**src/rtl/term_pkg.sv**
```systemverilog
// Shared constants, state encoding and buffer address helper for the text terminal controller.
package term_pkg;

  localparam int TERM_COL_W  = 7;
  localparam int TERM_ROW_W  = 5;
  localparam int TERM_ADDR_W = TERM_ROW_W + TERM_COL_W;

  localparam logic [7:0] ASC_BS      = 8'h08;
  localparam logic [7:0] ASC_LF      = 8'h0A;
  localparam logic [7:0] ASC_FF      = 8'h0C;
  localparam logic [7:0] ASC_CR      = 8'h0D;
  localparam logic [7:0] ASC_SP      = 8'h20;
  localparam logic [7:0] ASC_DEL_LIM = 8'h7E;

  typedef enum logic [2:0] {
    ST_IDLE,
    ST_WRITE,
    ST_SCROLL,
    ST_SCROLL_CLR,
    ST_CLEAR
  } state_t;

  function automatic logic [TERM_ADDR_W-1:0] mk_addr(input logic [TERM_ROW_W-1:0] row,
                                                     input logic [TERM_COL_W-1:0] col);
    return {row, col};
  endfunction

endpackage

```
**src/rtl/term_fill_engine.sv**
```systemverilog
// Row-major address walker: either fills rows with spaces, or copies each row one row up
// using a read followed by a write one cycle later.
module term_fill_engine
  import term_pkg::*;
#(
  parameter int COLS = 70
) (
  input  logic                   clk,
  input  logic                   rst,
  input  logic                   start,
  input  logic                   copy,
  input  logic [TERM_ROW_W-1:0]  first_row,
  input  logic [TERM_ROW_W-1:0]  last_row,
  input  logic [7:0]             rd_data,
  output logic [TERM_ADDR_W-1:0] rd_addr,
  output logic                   wr_en,
  output logic [TERM_ADDR_W-1:0] wr_addr,
  output logic [7:0]             wr_data,
  output logic                   done
);

  localparam logic [TERM_COL_W-1:0] COL_LAST = TERM_COL_W'(COLS - 1);

  logic                   active_reg;
  logic                   copy_reg;
  logic                   pipe_reg;
  logic [TERM_ROW_W-1:0]  row_reg;
  logic [TERM_ROW_W-1:0]  last_row_reg;
  logic [TERM_COL_W-1:0]  col_reg;
  logic [TERM_ADDR_W-1:0] pipe_addr_reg;
  logic                   walk_end;

  assign walk_end = active_reg && (col_reg == COL_LAST) && (row_reg == last_row_reg);

  always_ff @(posedge clk) begin
    if (rst) begin
      active_reg    <= 1'b0;
      copy_reg      <= 1'b0;
      pipe_reg      <= 1'b0;
      row_reg       <= '0;
      last_row_reg  <= '0;
      col_reg       <= '0;
      pipe_addr_reg <= '0;
    end else if (start) begin
      active_reg   <= 1'b1;
      copy_reg     <= copy;
      pipe_reg     <= 1'b0;
      row_reg      <= first_row;
      last_row_reg <= last_row;
      col_reg      <= '0;
    end else begin
      // In copy mode the write trails the read by one cycle and lands one row higher.
      pipe_reg      <= active_reg && copy_reg;
      pipe_addr_reg <= mk_addr(row_reg - 5'd1, col_reg);
      if (active_reg) begin
        if (col_reg == COL_LAST) begin
          col_reg <= '0;
          if (row_reg == last_row_reg) begin
            active_reg <= 1'b0;
          end else begin
            row_reg <= row_reg + 5'd1;
          end
        end else begin
          col_reg <= col_reg + 7'd1;
        end
      end
    end
  end

  assign rd_addr = mk_addr(row_reg, col_reg);
  assign wr_en   = copy_reg ? pipe_reg : active_reg;
  assign wr_addr = copy_reg ? pipe_addr_reg : rd_addr;
  assign wr_data = copy_reg ? rd_data : ASC_SP;
  assign done    = copy_reg ? (pipe_reg && !active_reg) : walk_end;

endmodule

```
**src/rtl/text_term_ctrl.sv**
```systemverilog
// Character terminal controller: accepts ASCII codes, writes the character buffer and
// handles cursor motion, backspace, newline, clear-screen and one-line scroll.
module text_term_ctrl
  import term_pkg::*;
#(
  parameter int COLS   = 70,
  parameter int ROWS   = 30,
  parameter int COL_W  = TERM_COL_W,
  parameter int ADDR_W = TERM_ADDR_W
) (
  input  logic              clk,
  input  logic              rst,
  input  logic              key_valid,
  input  logic [7:0]        key_ascii,
  output logic              key_ready,
  output logic              wr_en,
  output logic [ADDR_W-1:0] wr_addr,
  output logic [7:0]        wr_data,
  output logic [ADDR_W-1:0] rd_addr,
  input  logic [7:0]        rd_data,
  output logic [COL_W-1:0]  cursor_col,
  output logic [4:0]        cursor_row,
  output logic              busy
);

  localparam logic [COL_W-1:0] COL_LAST = COL_W'(COLS - 1);
  localparam logic [4:0]       ROW_LAST = 5'(ROWS - 1);

  state_t            state_reg;
  logic [4:0]        row_reg;
  logic [COL_W-1:0]  col_reg;
  logic              wr_en_reg;
  logic [ADDR_W-1:0] wr_addr_reg;
  logic [7:0]        wr_data_reg;
  logic              scroll_pend_reg;

  logic              is_print;
  logic              is_newline;
  logic              eng_start;
  logic              eng_copy;
  logic [4:0]        eng_first_row;
  logic [4:0]        eng_last_row;
  logic              eng_wr_en;
  logic [ADDR_W-1:0] eng_wr_addr;
  logic [7:0]        eng_wr_data;
  logic [ADDR_W-1:0] eng_rd_addr;
  logic              eng_done;

  assign is_print   = (key_ascii >= ASC_SP) && (key_ascii <= ASC_DEL_LIM);
  assign is_newline = (key_ascii == ASC_LF) || (key_ascii == ASC_CR);

  // Engine launches are decided on the same edge as the state change that needs them.
  always_comb begin
    eng_start     = 1'b0;
    eng_copy      = 1'b0;
    eng_first_row = '0;
    eng_last_row  = ROW_LAST;
    case (state_reg)
      ST_IDLE: begin
        if (key_valid && (key_ascii == ASC_FF)) begin
          eng_start = 1'b1;
        end else if (key_valid && is_newline && (row_reg == ROW_LAST)) begin
          eng_start     = 1'b1;
          eng_copy      = 1'b1;
          eng_first_row = 5'd1;
        end
      end
      ST_WRITE: begin
        if (scroll_pend_reg) begin
          eng_start     = 1'b1;
          eng_copy      = 1'b1;
          eng_first_row = 5'd1;
        end
      end
      ST_SCROLL: begin
        if (eng_done) begin
          eng_start     = 1'b1;
          eng_first_row = ROW_LAST;
        end
      end
      default: ;
    endcase
  end

  always_ff @(posedge clk) begin
    if (rst) begin
      state_reg       <= ST_IDLE;
      row_reg         <= '0;
      col_reg         <= '0;
      wr_en_reg       <= 1'b0;
      wr_addr_reg     <= '0;
      wr_data_reg     <= '0;
      scroll_pend_reg <= 1'b0;
    end else begin
      case (state_reg)
        ST_IDLE: begin
          if (key_valid) begin
            if (is_print) begin
              state_reg   <= ST_WRITE;
              wr_en_reg   <= 1'b1;
              wr_addr_reg <= mk_addr(row_reg, col_reg);
              wr_data_reg <= key_ascii;
              if (col_reg != COL_LAST) begin
                col_reg <= col_reg + 7'd1;
              end else if (row_reg != ROW_LAST) begin
                row_reg <= row_reg + 5'd1;
                col_reg <= '0;
              end else begin
                scroll_pend_reg <= 1'b1;
              end
            end else if (is_newline) begin
              col_reg <= '0;
              if (row_reg != ROW_LAST) begin
                row_reg   <= row_reg + 5'd1;
                state_reg <= ST_WRITE;
              end else begin
                state_reg <= ST_SCROLL;
              end
            end else if (key_ascii == ASC_BS) begin
              state_reg <= ST_WRITE;
              if (col_reg != '0) begin
                col_reg     <= col_reg - 7'd1;
                wr_en_reg   <= 1'b1;
                wr_addr_reg <= mk_addr(row_reg, col_reg - 7'd1);
                wr_data_reg <= ASC_SP;
              end else if (row_reg != '0) begin
                row_reg     <= row_reg - 5'd1;
                col_reg     <= COL_LAST;
                wr_en_reg   <= 1'b1;
                wr_addr_reg <= mk_addr(row_reg - 5'd1, COL_LAST);
                wr_data_reg <= ASC_SP;
              end
            end else if (key_ascii == ASC_FF) begin
              state_reg <= ST_CLEAR;
            end else begin
              state_reg <= ST_WRITE;
            end
          end
        end
        ST_WRITE: begin
          wr_en_reg       <= 1'b0;
          scroll_pend_reg <= 1'b0;
          state_reg       <= scroll_pend_reg ? ST_SCROLL : ST_IDLE;
        end
        ST_SCROLL: begin
          if (eng_done) state_reg <= ST_SCROLL_CLR;
        end
        ST_SCROLL_CLR: begin
          if (eng_done) begin
            state_reg <= ST_IDLE;
            row_reg   <= ROW_LAST;
            col_reg   <= '0;
          end
        end
        ST_CLEAR: begin
          if (eng_done) begin
            state_reg <= ST_IDLE;
            row_reg   <= '0;
            col_reg   <= '0;
          end
        end
        default: state_reg <= ST_IDLE;
      endcase
    end
  end

  term_fill_engine #(
    .COLS(COLS)
  ) u_fill (
    .clk      (clk),
    .rst      (rst),
    .start    (eng_start),
    .copy     (eng_copy),
    .first_row(eng_first_row),
    .last_row (eng_last_row),
    .rd_data  (rd_data),
    .rd_addr  (eng_rd_addr),
    .wr_en    (eng_wr_en),
    .wr_addr  (eng_wr_addr),
    .wr_data  (eng_wr_data),
    .done     (eng_done)
  );

  assign key_ready  = (state_reg == ST_IDLE) && !rst;
  assign busy       = (state_reg != ST_IDLE);
  assign wr_en      = wr_en_reg | eng_wr_en;
  assign wr_addr    = eng_wr_en ? eng_wr_addr : wr_addr_reg;
  assign wr_data    = eng_wr_en ? eng_wr_data : wr_data_reg;
  assign rd_addr    = eng_rd_addr;
  assign cursor_col = col_reg;
  assign cursor_row = row_reg;

endmodule

```
**config.mk**
```make
export PLATFORM = sky130hd
export DESIGN_NAME = text_term_ctrl
export DESIGN_NICKNAME = d
export VERILOG_FILES = /design/src/rtl/term_pkg.sv /design/src/rtl/term_fill_engine.sv /design/src/rtl/text_term_ctrl.sv
export SDC_FILE = /design/constraint.sdc
export NUM_CORES = 1
export LEC_CHECK = 0
export ABC_AREA = 1
export CAP_MARGIN = 15
export CORE_MARGIN = 3
export CORE_UTILIZATION = 40
export DETAILED_ROUTE_END_ITERATION = 16
export GPL_TIMING_DRIVEN = 0
export PLACE_DENSITY = 0.66
export SLEW_MARGIN = 5
export SYNTH_ARGS = -nofsm -noshare
export SYNTH_HDL_FRONTEND = slang
export SYNTH_HIERARCHICAL = 1
export SYNTH_SLANG_ARGS = --single-unit
```
**constraint.sdc**
```tcl
create_clock -name clk -period 2.7 [get_ports clk]
set_clock_uncertainty 0.15 [all_clocks]
set_input_delay 0.27 -clock clk [delete_from_list [all_inputs] [get_ports clk]]
set_output_delay 0.27 -clock clk [all_outputs]
set_load 0.02 [all_outputs]
```
==> qor.yml <==
fin_area_um2: 6008
tritoncts: "built"
synth_top_area_cell: "dfxtp_1"
slew_violations: 0
cts_made_buffers: 9
cp-start-kind: "register"
grtUsageTotal_pct: 20.70
power.density_nw_per_um2: 545.5
dpl.hpwl_um: 10250
ios: 66
layout_min_cycle_time_ps: 2598
peakVddDrop_v: 0.0004510
syn_avg_cell_area_um2: 6.130
timing.final.ws_setup_ps: 101.9
finalPower_mw: 3.277
stdcell_count: 1000
fin_tns_setup_ps: 0
viasPerCell: 5.035
htree_num_levels: 3
die_x_um: 114.4
status: "finished clean"
dp.cells: 976
drt-initial-drc-count: 333
drc: 0
rr_startpoint: "u_fill/col_reg[1]"
grt_max_degree: 20
io_buffers: 65
r2r_slack_ps: 160
fin_crit_sh_pct: 96.23
insertion_delay_ps: 340
post_dp_cell_area_um2: 5543
fin_nets: 886
core_um2: 11170
fillers: 1125
ant_nets: 0
ys_types: 38
clk_pin_slew_worst_paths_ps: 60
netlist_area_um2: 4702
max-cap-violations: 0
wire_per_inst_um: 13.47
start_util_pct: 42.08
drive_gt1_share_pct: 11.40
drt_pass1_iterations: 5
antenna_found_initial: 0
ys_seq_area_share_pct: 29.38
slew_headroom_pct: 61.25
rsz0062_at_grt: "false"
ys_seq_elements: 69
critPathCaptureType: "primary output"
arrival_ps: 2180
synthCells: 767
fmax_mhz: 384.9
cp_max_fo: 10
synthToLayoutAreaGrowth_pct: 27.78
worst_slew_pin_slew_ps: 575.2
reg2reg_depth: 13
hold_path_class: "register to register"
ctsHoldBuffers: 0
setup_violations: 0
reg2reg_to: "u_fill/col_reg[6]"
fp.dieH_um: 114.4
rows: 38
min_to: "wr_data_reg[7]"
hp-start: "wr_data_reg[7]"
synthTopCellsByArea: "dfxtp_1, nand2_1, nor2_1"
grt_first_pass_wirelength_um: 21910
routed_wl_um: 13470
die-area_um2: 13090
critical_path_required_ps: 2280
preCtsSetupSlack_ps: -445.4
num_antenna_cells: 0
gp_congestion: 0.8999
holdPathStages: 2
synth_warnings: 6
grt_pass1_vias: 4599
via_count: 5035
synth_top_area_share_pct: 29.38
clk_path_buf_depth: 2
cts_sinks: 69
worstSetupPathType: "register to primary output"
grt_remaining_overflow: 0
leakagePower_nw: 2.826
hold_viol: 0
clock_tree.root_cell: "clkbuf_16"
cells by family (layout without fill, tap and decap cells):
logic type / Yosys count / after routing / synth area share [%]
compound gates: 117 / 117 / 13.23
xor+xnor: 10 / 10 / 1.863
fa+ha+maj: 12 / 12 / 3.193
buf+inv: 115 / 204 / 10.70
flops: 69 / 69 / 29.38
other cells: 2 / 6 / 0.1597
simple gates: 442 / 442 / 41.49
worst max-delay path, stage by stage, from the launching register on:
cell	delay, ps
dfxtp_1	300
buf_4	150
inv_1	110
o21ai_4	240
clkbuf_4	250
nand2_1	60
nand2_1	100
clkdlybuf4s50_1	610
Yosys cell counts (all sizes together):
cell,number
nand2,251
ha,12
dfxtp,69
inv,82
clkinv,3
a211oi,1
nand3,46
a21oi,36
o221ai,3
a31oi,2
nor3b,1
nor3,10
o211ai,1
conb,2
xor2,5
o31ai,1
clkbuf,13
and3,1
nor2,121
xnor2,5
nand4,10
buf,17
o21ai,73
or2,2
placed cells by master (no fill, tap or decap), types with 8 or more instances in the layout:
cell type,count
nand4_1,9
inv_1,77
nor3_1,10
clkbuf_16,9
nor2_1,103
buf_6,8
clkdlybuf4s50_1,63
a21oi_1,35
ha_1,12
buf_4,18
nor2_2,10
o21ai_0,65
clkbuf_1,8
nand2_1,241
nand3_1,43
dfxtp_1,63
routing by layer:
layer	GRT usage (%)	part of all wire, %
met5	0	0
met4	6.888	2.2
met3	4.175	5.1
met2	33.14	44
met1	27.81	48
power breakdown:
part	switching (mW)	internal, mW	total (mW)
combinational	0.548	0.341	0.889
sequential	0.0493	1.07	1.12
clock	0.435	0.836	1.27
total	1.03	2.25	3.28
cell type report:
class,instances,area (um^2),area share (%)
multi-input combinational,587,2861,47.63
sequential,69,1391,23.16
timing repair buffer,75,730.7,12.16
inverter,85,321.6,5.352
clock buffer,13,250.2,4.165
buffer,28,209.0,3.478
tap,140,175.2,2.915
clock inverter,3,68.82,1.145
through the flow:
stage / hold slack (ps) / utilization [%]
after detailed placement: 290.1 / 49.61
after global placement: 287.2 / 49.61
final: 292.8 / 53.77
after global routing: 327.2 / 53.77
after floorplan: 267.2 / -
after CTS: 297.5 / 52.89
worst max-delay path by stage:
stage,startpoint,end,slack (ps),cells after the start
floorplan,u_fill/row_reg[3],u_fill/row_reg[1],60,19
global placement,u_fill/copy_reg,wr_en,-420,6
detailed placement,u_fill/copy_reg,wr_en,-450,6
CTS,u_fill/row_reg[3],u_fill/row_reg[1],8,19
global route,u_fill/active_reg,wr_addr[3],3,7
finish,u_fill/active_reg,wr_addr[2],100,7
what timing repair did:
item,4_1_cts,5_1_grt
endpoints found under the setup margin,49,51
resized for setup,20,27
buffers inserted,2,8
pin swaps,0,7
Power figures use the tool's default switching activity.
